**config.mk**
```make
export PLATFORM = sky130hd
export DESIGN_NAME = iem_phase_align
export DESIGN_NICKNAME = d
export VERILOG_FILES = /design/src/rtl/iem_phase_align.sv
export SDC_FILE = /design/constraint.sdc
export NUM_CORES = 1
export LEC_CHECK = 0
export CAP_MARGIN = 20
export CORE_ASPECT_RATIO = 2
export CORE_UTILIZATION = 59
export DETAILED_ROUTE_END_ITERATION = 8
export GPL_TIMING_DRIVEN = 0
export PLACE_DENSITY_LB_ADDON = 0.2
export RECOVER_POWER = 100
export SLEW_MARGIN = 20
export SYNTH_ARGS = -nofsm -noshare
export SYNTH_HDL_FRONTEND = slang
export SYNTH_SLANG_ARGS = --single-unit
export TNS_END_PERCENT = 10
```
**constraint.sdc**
```tcl
create_clock -name clk -period 4 [get_ports clk]
set_input_delay 0.8 -clock clk [delete_from_list [all_inputs] [get_ports clk]]
set_output_delay 0.8 -clock clk [all_outputs]
set_load 0.005 [all_outputs]
```
**src/rtl/iem_phase_align.sv**
```systemverilog
// Early/late data-eye tracker: integrates IEM LAG/LEAD over a window and nudges
// the input delay line one tap at a time to keep the sampling point centred.
module iem_phase_align #(
  parameter int WINDOW       = 64,
  parameter int THRESH       = 8,
  parameter int SETTLE       = 16,
  parameter int LOCK_WINDOWS = 4,
  parameter int MAX_TAP      = 127,
  parameter int INIT_TAP     = 64
) (
  input  logic       clk,
  input  logic       rst_i,
  input  logic       en_i,
  input  logic       lag_i,
  input  logic       lead_i,
  output logic       dly_step_o,
  output logic       dly_dir_o,
  output logic [6:0] tap_o,
  output logic       locked,
  output logic       at_limit_o,
  output logic [2:0] dbg_state_o
);

  localparam int CW = $clog2(WINDOW + 1);
  localparam int SW = $clog2(SETTLE + 1);
  localparam int QW = $clog2(LOCK_WINDOWS + 1);

  typedef enum logic [2:0] {
    S_IDLE   = 3'd0,
    S_SAMPLE = 3'd1,
    S_DECIDE = 3'd2,
    S_STEP   = 3'd3,
    S_SETTLE = 3'd4
  } state_t;

  state_t        state_q, state_d;
  logic [CW-1:0] win_cnt_q, win_cnt_d;
  logic [CW-1:0] lead_cnt_q, lead_cnt_d;
  logic [CW-1:0] lag_cnt_q, lag_cnt_d;
  logic [SW-1:0] settle_cnt_q, settle_cnt_d;
  logic [QW-1:0] quiet_cnt_q, quiet_cnt_d;
  logic [6:0]    tap_q, tap_d;
  logic          step_q, step_d;
  logic          dir_q, dir_d;
  logic          locked_q, locked_d;
  logic          at_limit_q, at_limit_d;
  logic          lag_meta_q, lag_sync_q, lead_meta_q, lead_sync_q;
  int            diff;

  // LAG/LEAD come from the IEM without a timing relationship to clk.
  always_ff @(posedge clk or negedge rst_i) begin
    if (!rst_i) begin
      lag_meta_q  <= 1'b0;
      lag_sync_q  <= 1'b0;
      lead_meta_q <= 1'b0;
      lead_sync_q <= 1'b0;
    end else begin
      lag_meta_q  <= lag_i;
      lag_sync_q  <= lag_meta_q;
      lead_meta_q <= lead_i;
      lead_sync_q <= lead_meta_q;
    end
  end

  always_comb begin
    state_d      = state_q;
    win_cnt_d    = '0;
    lead_cnt_d   = '0;
    lag_cnt_d    = '0;
    settle_cnt_d = '0;
    quiet_cnt_d  = quiet_cnt_q;
    tap_d        = tap_q;
    step_d       = 1'b0;
    dir_d        = dir_q;
    at_limit_d   = at_limit_q;
    diff         = 32'(lead_cnt_q) - 32'(lag_cnt_q);

    case (state_q)
      S_IDLE: begin
        if (en_i) state_d = S_SAMPLE;
      end
      S_SAMPLE: begin
        win_cnt_d  = win_cnt_q + CW'(1);
        lead_cnt_d = lead_cnt_q + CW'(lead_sync_q & ~lag_sync_q);
        lag_cnt_d  = lag_cnt_q + CW'(lag_sync_q & ~lead_sync_q);
        if (win_cnt_q == CW'(WINDOW - 1)) state_d = S_DECIDE;
      end
      S_DECIDE: begin
        state_d = S_SAMPLE;
        if ((diff >= THRESH && tap_q < 7'(MAX_TAP)) ||
            (-diff >= THRESH && tap_q > 7'd0)) begin
          state_d = S_STEP;
          step_d  = 1'b1;
          dir_d   = (diff >= THRESH);
        end else begin
          // A limit hit counts as a quiet window so the loop can still lock.
          at_limit_d = (diff >= THRESH) || (-diff >= THRESH);
          if (quiet_cnt_q != QW'(LOCK_WINDOWS)) quiet_cnt_d = quiet_cnt_q + QW'(1);
        end
      end
      S_STEP: begin
        tap_d       = dir_q ? tap_q + 7'd1 : tap_q - 7'd1;
        quiet_cnt_d = '0;
        at_limit_d  = 1'b0;
        state_d     = S_SETTLE;
      end
      S_SETTLE: begin
        settle_cnt_d = settle_cnt_q + SW'(1);
        if (settle_cnt_q == SW'(SETTLE - 1)) state_d = S_SAMPLE;
      end
      default: state_d = S_IDLE;
    endcase

    // Disabling wins over everything except a tap move already on its way out.
    if (!en_i) begin
      state_d     = S_IDLE;
      quiet_cnt_d = '0;
      step_d      = 1'b0;
    end

    locked_d = (quiet_cnt_d == QW'(LOCK_WINDOWS));
  end

  always_ff @(posedge clk or negedge rst_i) begin
    if (!rst_i) begin
      state_q      <= S_IDLE;
      win_cnt_q    <= '0;
      lead_cnt_q   <= '0;
      lag_cnt_q    <= '0;
      settle_cnt_q <= '0;
      quiet_cnt_q  <= '0;
      tap_q        <= 7'(INIT_TAP);
      step_q       <= 1'b0;
      dir_q        <= 1'b0;
      locked_q     <= 1'b0;
      at_limit_q   <= 1'b0;
    end else begin
      state_q      <= state_d;
      win_cnt_q    <= win_cnt_d;
      lead_cnt_q   <= lead_cnt_d;
      lag_cnt_q    <= lag_cnt_d;
      settle_cnt_q <= settle_cnt_d;
      quiet_cnt_q  <= quiet_cnt_d;
      tap_q        <= tap_d;
      step_q       <= step_d;
      dir_q        <= dir_d;
      locked_q     <= locked_d;
      at_limit_q   <= at_limit_d;
    end
  end

  assign dly_step_o  = step_q;
  assign dly_dir_o   = dir_q;
  assign tap_o       = tap_q;
  assign locked      = locked_q;
  assign at_limit_o  = at_limit_q;
  assign dbg_state_o = state_q;

endmodule

```
## Yosys cells after proc, flatten, opt, wreduce, memory -nomap -nowiden

Cells that the tools add are included.

- $add $sub $neg: 9
- Order comparisons: 4
- Equality and inequality tests: 11
- Multiplexer cells: 19
- Bitwise logic cells: 4
- Reductions and logical operators: 9

Operator list:

| kind | count |
|---|---|
| $ge A32 B5 Y1 const B | 1 |
| $neg A8 Y32 | 1 |
| $mux W7 | 4 |
| $mux W3 | 6 |
| $pmux W3 S5 | 1 |
| $add A7 B1 Y7 const B | 2 |
| $add A7 B7 Y7 | 2 |
| $and A1 B7 Y7 | 2 |
| $not A1 Y7 | 2 |
| $ne A3 B3 Y1 const B | 3 |
| $ge A8 B5 Y1 const B | 1 |
| $sub A7 B7 Y8 | 1 |
| $eq A7 B6 Y1 const B | 1 |
| $gt A7 B1 Y1 const B | 1 |
| $lt A7 B7 Y1 const B | 1 |
| $sub A7 B1 Y7 const B | 1 |
| $eq A3 B2 Y1 const B | 2 |
| $eq A3 B3 Y1 const B | 2 |
| $pmux W3 S2 | 1 |
| $reduce_and A2 Y1 | 3 |
| $add A5 B1 Y5 const B | 1 |
| $eq A5 B4 Y1 const B | 1 |
| $mux W5 | 1 |
| $mux W1 | 4 |
| 9 further kinds | 11 |

- Flip-flop bits (word level): 47
- Bits of input ports: 5
- Output and inout port bits: 14
- Logic and storage cells: 71

## Depth between registers and ports, before layout

Gate-level depths: netlist of run 1.

- Word-level depth: 9
- Depth in mapped cells: 17
- Gate-level depth less buffers: 16

## Worst setup path before layout of run 1

OpenSTA, ideal clock, no wires.

- Path type: reg-to-reg
- Start: register lead_cnt_q[0]
- End: register locked_q (netlist: locked)
- Library setup time: 0.128 ns
- Arrival: 3.327 ns
- Required time: 3.872 ns
- Path slack: 0.545 ns
- Cell stages (with the launch flop): 18
- Buffers on the path: 1
- Period minus slack after synthesis: 3.455 ns
- Cells stage by stage: dfrtp_1 inv_1 ha_1 inv_1 fa_1 and3_1 nor3_1 a22o_1 buf_6 nand3_1 ha_1 nor4b_1 nand4_1 nor3_1 a21boi_2 o21ai_2 o41a_1 nor4b_2

- Word-level cells in the longest chain between the ends: 9
- Elaborated cells between the ends (all ways): 11
- Those cells by class: add/sub: 2; order compare: 2; eq/ne: 1; mux: 3; reduce/logical: 3

Ends and longest elaborated chain:

| what | RTL line | text |
|---|---|---|
| start: declaration | 38 | `logic [CW-1:0] lead_cnt_q, lead_cnt_d;` |
| start signal: assignment | 140 | `lead_cnt_q <= lead_cnt_d;` |
| $sub A7 B7 Y8 (*) | 76 | `diff = 32'(lead_cnt_q) - 32'(lag_cnt_q);` |
| $neg A8 Y32 | 91 | `(-diff >= THRESH && tap_q > 7'd0)) begin` |
| $ge A32 B5 Y1 | 91 |  |
| $logic_and A1 B1 Y1 | 91 |  |
| $logic_or A1 B1 Y1 (*) | 90 | `if ((diff >= THRESH && tap_q < 7'(MAX_TAP)) \|\|` |
| $mux W3 (*) | 90 |  |
| $pmux W3 S2 (*) | 78 | `case (state_q)` |
| $mux W3 (*) | 115 | `if (!en_i) begin` |
| $eq A3 B3 Y1 (*) | 121 | `locked_d = (quiet_cnt_d == QW'(LOCK_WINDOWS));` |
| net locked_d | 45 | `logic locked_q, locked_d;` |
| end signal: assignment | 147 | `locked_q <= locked_d;` |
| end: declaration | 45 |  |

The timed path passes the listed nets; every way through them passes the cells marked *.
A chain may end at the register's enable or synchronous reset.

## Worst setup path in the final report of run 1

- Start: register lag_cnt_q[2]
- End: register locked_q (netlist: locked)

- Word-level cells in the longest chain between the ends: 9
- Elaborated cells between the ends (all ways): 11
- Those cells by class: add/sub: 2; order compare: 2; eq/ne: 1; mux: 3; reduce/logical: 3

Ends and longest elaborated chain:

| what | RTL line | text |
|---|---|---|
| start: declaration | 39 | `logic [CW-1:0] lag_cnt_q, lag_cnt_d;` |
| start signal: assignment | 141 | `lag_cnt_q <= lag_cnt_d;` |
| $sub A7 B7 Y8 (*) | 76 |  |
| $neg A8 Y32 | 91 |  |
| $ge A32 B5 Y1 | 91 |  |
| $logic_and A1 B1 Y1 | 91 |  |
| $logic_or A1 B1 Y1 (*) | 90 |  |
| $mux W3 (*) | 90 |  |
| $pmux W3 S2 (*) | 78 |  |
| $mux W3 (*) | 115 |  |
| $eq A3 B3 Y1 (*) | 121 |  |
| net locked_d | 45 |  |

Marks and branches as above.

==> results of run 1 <==
cell type report:
class,count,share of cell area
clock inverters,2,0.00415
plain buffers,6,0.00943
flip-flops and latches,47,0.355
clock buffers,5,0.0207
well taps,57,0.0215
multi-input cells,231,0.513
repair buffers,20,0.0558
inverters,18,0.0204
worst max path at each step:
stage                                  from               end  slack, ps  cells after the start
floorplan           lead_cnt_q[0]$_DFF_PN0_  locked$_DFF_PN0_        540                     17
global placement    lead_cnt_q[0]$_DFF_PN0_  locked$_DFF_PN0_        200                     17
detailed placement  lead_cnt_q[0]$_DFF_PN0_  locked$_DFF_PN0_        110                     17
CTS                 lead_cnt_q[0]$_DFF_PN0_  locked$_DFF_PN0_         90                     17
global route        lead_cnt_q[0]$_DFF_PN0_  locked$_DFF_PN0_        -40                     16
finish               lag_cnt_q[2]$_DFF_PN0_  locked$_DFF_PN0_        270                     14
worst reg2reg max path, stage by stage, from the launching register on:
cell and delay [ps]:
dfrtp_1 410, inv_1 70, ha_1 370, and3b_1 230
or3_4 390, a21oi_4 280, nand3_1 120, ha_1 290
nor4b_2 180, nand4_1 150, nor3_2 220, a21boi_4 250
o21ai_2 120, o41a_1 380, nor4b_2 160
synthesized netlist by cell type, types with 2 or more instances:
cell	instances	area share
a21o_1	9	0.023
fa_1	2	0.014
and3_1	13	0.027
nand4_1	4	0.0085
a221oi_1	2	0.0059
nand3b_1	2	0.0051
ha_1	29	0.12
o211ai_1	3	0.0076
dfrtp_1	46	0.39
nand3_1	20	0.034
or3_4	2	0.0076
and2_1	2	0.0042
nor4b_1	2	0.0059
a31oi_1	2	0.0042
and3b_1	3	0.0089
nor3_1	8	0.014
o2111ai_1	2	0.0059
nor2b_1	7	0.015
o21a_1	4	0.010
inv_1	17	0.022
clkbuf_1	5	0.0063
xor2_1	8	0.024
a21oi_1	8	0.014
nor2_1	33	0.042
xnor2_1	16	0.047
o21ai_0	8	0.014
nand2_1	17	0.022
kinds of logic after synthesis:
logic type                 Yosys count  synth area share
DFF                                 47             0.398
and+or+nand+nor                    123             0.225
xor gates and xnor gates            24            0.0711
buffers and inverters               25            0.0347
muxes                                3            0.0110
AOI/OAI and AO/OA                   50             0.124
adders and majority gates           31             0.136
placed cells by master (no fill, tap or decap), types with 7 or more instances in the layout:
master / Yosys / layout
nand2_1: 17 / 17
nor2b_1: 7 / 7
a21oi_1: 8 / 8
dlygate4sd3_1: 0 / 15
and3_1: 13 / 13
xnor2_1: 16 / 16
ha_1: 29 / 29
inv_1: 17 / 17
o21ai_0: 8 / 8
dfrtp_1: 46 / 46
nand3_1: 20 / 20
xor2_1: 8 / 8
a21o_1: 9 / 9
nor2_1: 33 / 33
per-layer routing:
layer,wire [um],GRT usage,vias up
li1,-,-,1126
met1,2250,0.265,1096
met2,3110,0.437,44
met3,137,0.0357,15
met4,189,0.137,0
met5,0,0,-
power by group:
part / total (uW) / internal, uW / switching (uW) / leakage, uW
logic: 213 / 92.9 / 120 / 0.000881
clock network: 279 / 120 / 159 / 0.0000440
registers: 495 / 485 / 10.0 / 0.000634
what timing repair did:
item | 4_1_cts | 5_1_grt
setup buffers | 0 | 1
endpoints found under the setup margin | 0 | 3
resized for setup | 0 | 4
state kept, by name (all words and copies together), names as in the netlist:
name and cells:
lead_meta_q 1, locked 1, quiet_cnt_q 3, lead_cnt_q 7, settle_cnt_q 5, lag_cnt_q 7, dly_step_o 1, dly_dir_o 1
at_limit_o 1, tap_o 7, dbg_state_o 3, lead_sync_q 1, lag_sync_q 1, lag_meta_q 1, win_cnt_q 7
stage by stage:
stage | area (um2) | hold slack (ps) | util | worst slack [ps]
global route | 3320 | 370 | 0.682 | -35.2
finish | 3320 | 356 | 0.682 | 268
floorplan | 2960 | 331 | - | 545
detailed placement | 3220 | 339 | 0.663 | 112
global placement | 3210 | 333 | 0.660 | 196
CTS | 3310 | 359 | 0.680 | 90.1
==> flow_summary.json, run 1 <==
{
  "outcome": "completed",
  "avgSynthCellArea_um2": 9.76,
  "clkSinkCount": 47,
  "post_drt_wl_per_cell_um": 14.7,
  "reg2reg_to": "locked$_DFF_PN0_",
  "drt_wl_total_um": 5690,
  "drive_gt1_frac": 0.0729,
  "first_pass_iters": 4,
  "yosysWarnings": 0,
  "grt_usage": 0.245,
  "die_h_um": 102,
  "clock_latency_ps": 310,
  "fin_crit_sh": 0.933,
  "max_slew.worst_pin.slew_ps": 1460,
  "critPathBufInv": 1,
  "power.leakage_uw": 0.00156,
  "power_uw": 987,
  "cts_tree": "done",
  "regArea_um2": 1180,
  "hold_end": "lead_sync_q$_DFF_PN0_",
  "min_period_ps": 3730,
  "hold_buffers": 0,
  "grt_overflow": 0,
  "slowest_delay_ps": 410,
  "drcViolationCount": 0,
  "ys.flop_type": "dfrtp_1",
  "fillers": 401,
  "io_buffers": 18,
  "critPathTopFamily": "simple AND/OR/NAND/NOR gates",
  "finalSetupViolations": 0,
  "worstHoldPathCells": 0,
  "synth_edf_count": 0,
  "grt_pass1_vias": 2249,
  "syn-num-nets": 339,
  "die_w_um": 52.1,
  "netlist_area_um2": 2960,
  "cp.arrival_ps": 3930,
  "clockRootBuffer": "clkbuf_8",
  "antenna_found_initial": 0,
  "slowest_stage": "dfrtp_1",
  "startpoint_type": "flop",
  "grt_max_degree": 29,
  "core_um2": 4860,
  "initial_core_util": 0.608,
  "max_freq_mhz": 268,
  "multi_input_area_um2": 1700,
  "hpwl_um": 4410,
  "cp_cell_sequence": "inv_1 > ha_1 > and3b_1 > or3_4 > a21oi_4 > nand3_1 > ha_1 > nor4b_2 > nand4_1 > nor3_2 > a21boi_4 > o21ai_2 > o41a_1 > nor4b_2",
  "diodes": 0,
  "r2r_cells": 14,
  "synth_cell_types": 56,
  "drt_iter0_drc": 41,
  "async_reset_ff_frac": 1.00,
  "clkSlewWorstSetupHoldPaths_ps": 90,
  "hold_path.startpoint": "lead_meta_q$_DFF_PN0_",
  "seq_area_frac_synth": 0.398,
  "reg2reg_slack_ps": 270,
  "synth_seq_cells": 47,
  "via_per_inst": 5.91,
  "cts_buffers": 5,
  "slew_headroom": 0.0252,
  "cp_max_fo": 8,
  "netlist_instances": 303,
  "die_area_um2": 5320,
  "place.gp.congestion": 0.774,
  "htreeDepth": 2,
  "hold_viol": 0,
  "rows": 36,
  "area_growth_pct": 12.1,
  "ant_nets": 0,
  "cts_buffer_depth": 2,
  "vias": 2281,
  "fin_setup_tns_ps": 0,
  "report.final.slew_viol_count": 0,
  "io_pins": 19,
  "grt_pass1_wl_um": 9640,
  "hold_class": "reg -> reg",
  "ir_drop_uv": 312,
  "cap_violations": 0,
  "placed_cells": 379,
  "fin_nets": 365,
  "crit_type": "reg -> reg",
  "powerDensity_nw_per_um2": 297,
  "fin_cells": 386,
  "endpoint_kind": "flop",
  "skew_ps": 8.23,
  "worstReg2RegStart": "lag_cnt_q[2]$_DFF_PN0_",
  "crit_required_ps": 4190
}
No activity file was read; power rests on OpenSTA's default activity.
==> run 2: changes to the inputs <==
--- a/config.mk
+++ b/config.mk
@@ -7,9 +7,11 @@
 export LEC_CHECK = 0
 export CAP_MARGIN = 20
 export CORE_ASPECT_RATIO = 2
+export CORE_MARGIN = 1.5
 export CORE_UTILIZATION = 59
 export DETAILED_ROUTE_END_ITERATION = 8
-export GPL_TIMING_DRIVEN = 0
+export GPL_TIMING_DRIVEN = 1
+export HOLD_SLACK_MARGIN = 0.08
 export PLACE_DENSITY_LB_ADDON = 0.2
 export RECOVER_POWER = 100
 export SLEW_MARGIN = 20
==> run 2 against run 1 <==
Compared with the run above:
- highest routed layer unchanged
- the run now ends with max-capacitance violations, max-slew violations left
- die area is 2.9% higher
- cell count is 1.3% lower
- clock-buffer cell count is 1 higher
- sequential power hardly changed
- sequential cell count stayed put
- sequential share of layout area stayed put
- non-clock buffer count is 7 lower
==> flow_summary.json, run 2 (synthesized netlist as in run 1, its figures left out) <==
{
  "outcome": "finished with violations",
  "violations": "max-capacitance violations, max-slew violations",
  "grt_setup_unrepaired": "false",
  "finalSetupViolations": 0,
  "multi_input_area_um2": 1700,
  "cts_buffers": 5,
  "skew_ps": 15.7,
  "critPathBufInv": 1,
  "slowest_delay_ps": 420,
  "endpoint_kind": "flop",
  "cap_violations": 1,
  "fin_setup_tns_ps": 0,
  "min_period_ps": 3810,
  "fin_cells": 381,
  "report.final.slew_viol_count": 48,
  "hold_end": "lead_sync_q$_DFF_PN0_",
  "grt_usage": 0.238,
  "hold_path.startpoint": "lead_meta_q$_DFF_PN0_",
  "drive_gt1_frac": 0.0679,
  "die_area_um2": 5470,
  "grt_overflow": 0,
  "final_common_cell": "dfrtp_1",
  "antenna_found_initial": 0,
  "path_depth": 14,
  "io_pins": 19,
  "rows": 36,
  "r2r_cells": 14,
  "htreeDepth": 2,
  "die_w_um": 53.1,
  "clockRootBuffer": "clkbuf_8",
  "crit_required_ps": 4180,
  "vias": 2290,
  "grt_pass1_wl_um": 9580,
  "regArea_um2": 1180,
  "place.gp.congestion": 0.788,
  "grt_pass1_vias": 2201,
  "hold_viol": 0,
  "diodes": 0,
  "mostFrequentLayoutCells": "dfrtp_1, nor2_1, ha_1",
  "hold_class": "reg -> reg",
  "slew_headroom": -0.667,
  "cp_cell_sequence": "inv_1 > ha_1 > and3b_1 > or3_4 > a21oi_4 > nand3_1 > ha_1 > nor4b_1 > nand4_1 > nor3_1 > a21boi_4 > o21ai_2 > o41a_1 > nor4b_2",
  "finalInstanceArea_um2": 3320,
  "power.leakage_uw": 0.00156,
  "ir_drop_uv": 303,
  "die_h_um": 103,
  "critPathTopFamily": "simple AND/OR/NAND/NOR gates",
  "cts_buffer_depth": 2,
  "placed_cells": 371,
  "grt_max_degree": 48,
  "startpoint_type": "flop",
  "slowest_stage": "dfrtp_1",
  "core_um2": 4860,
  "reg2reg_to": "locked$_DFF_PN0_",
  "fin_crit_sh": 0.951,
  "ant_nets": 0,
  "cts_tree": "done",
  "cp_max_fo": 8,
  "worstReg2RegStart": "lag_cnt_q[2]$_DFF_PN0_",
  "powerDensity_nw_per_um2": 325,
  "max_slew.worst_pin.slew_ps": 2500,
  "crit_type": "reg -> reg",
  "clkSlewWorstSetupHoldPaths_ps": 100,
  "cp.arrival_ps": 3990,
  "hpwl_um": 4320,
  "max_freq_mhz": 263,
  "initial_core_util": 0.608,
  "io_buffers": 18,
  "fin_nets": 359,
  "clkSinkCount": 47,
  "crit_top_cell": "ha_1",
  "via_per_inst": 6.01,
  "post_drt_wl_per_cell_um": 15.5,
  "reg2reg_slack_ps": 190,
  "fillers": 404,
  "area_growth_pct": 12.1,
  "clock_latency_ps": 310,
  "worstHoldPathCells": 0,
  "placed_area_um2": 3170,
  "first_pass_iters": 4,
  "drt_iter0_drc": 48,
  "drcViolationCount": 0,
  "drt_wl_total_um": 5920
}
==> run 2: worst max-delay path by stage <==
stage	slack, ps	end	startpoint
global placement	230	locked$_DFF_PN0_	lead_cnt_q[0]$_DFF_PN0_
global route	1	locked$_DFF_PN0_	lag_cnt_q[2]$_DFF_PN0_
finish	190	locked$_DFF_PN0_	lag_cnt_q[2]$_DFF_PN0_
floorplan	540	locked$_DFF_PN0_	lead_cnt_q[0]$_DFF_PN0_
CTS	70	locked$_DFF_PN0_	lead_cnt_q[0]$_DFF_PN0_
detailed placement	110	locked$_DFF_PN0_	lead_cnt_q[0]$_DFF_PN0_
==> run 2: layout make-up <==
type	instances	area share
Tap cell	57	0.0215
Clock buffer	6	0.0249
Sequential cell	47	0.355
Inverter	18	0.0204
Timing Repair Buffer	19	0.0547
Clock inverter	2	0.0117
Multi-Input combinational cell	232	0.512
==> run 2: through the flow <==
step	hold WS, ps	worst slack [ps]	utilization	total power, uW
finish	353	194	0.682	1080
global route	367	0.986	0.682	1140
CTS	356	68.4	0.676	1080
detailed placement	336	112	0.651	713
global placement	335	231	0.651	704
floorplan	331	545	-	657
==> run 2: metal layers <==
| layer | up-vias | routed length (um) | share of wire | track usage |
|---|---|---|---|---|
| li1 | 1117 | - | - | - |
| met2 | 35 | 3390 | 0.57 | 0.455 |
| met4 | 0 | 91 | 0.015 | 0.0927 |
| met3 | 7 | 156 | 0.026 | 0.0435 |
| met1 | 1131 | 2280 | 0.38 | 0.242 |
| met5 | - | 0 | 0 | 0 |
==> run 2: report_power, final <==
part	switching (uW)	internal (uW)	leakage (uW)
Clock	165	206	0.0000618
Combinational	118	91.5	0.000867
Sequential	11.9	485	0.000634
==> run 2: repair_timing <==
| item | in CTS | in global routing |
|---|---|---|
| hold buffers | 0 | 0 |
| setup endpoints to repair | 0 | 3 |
| resized for setup | 0 | 4 |
| setup buffers | 0 | 1 |
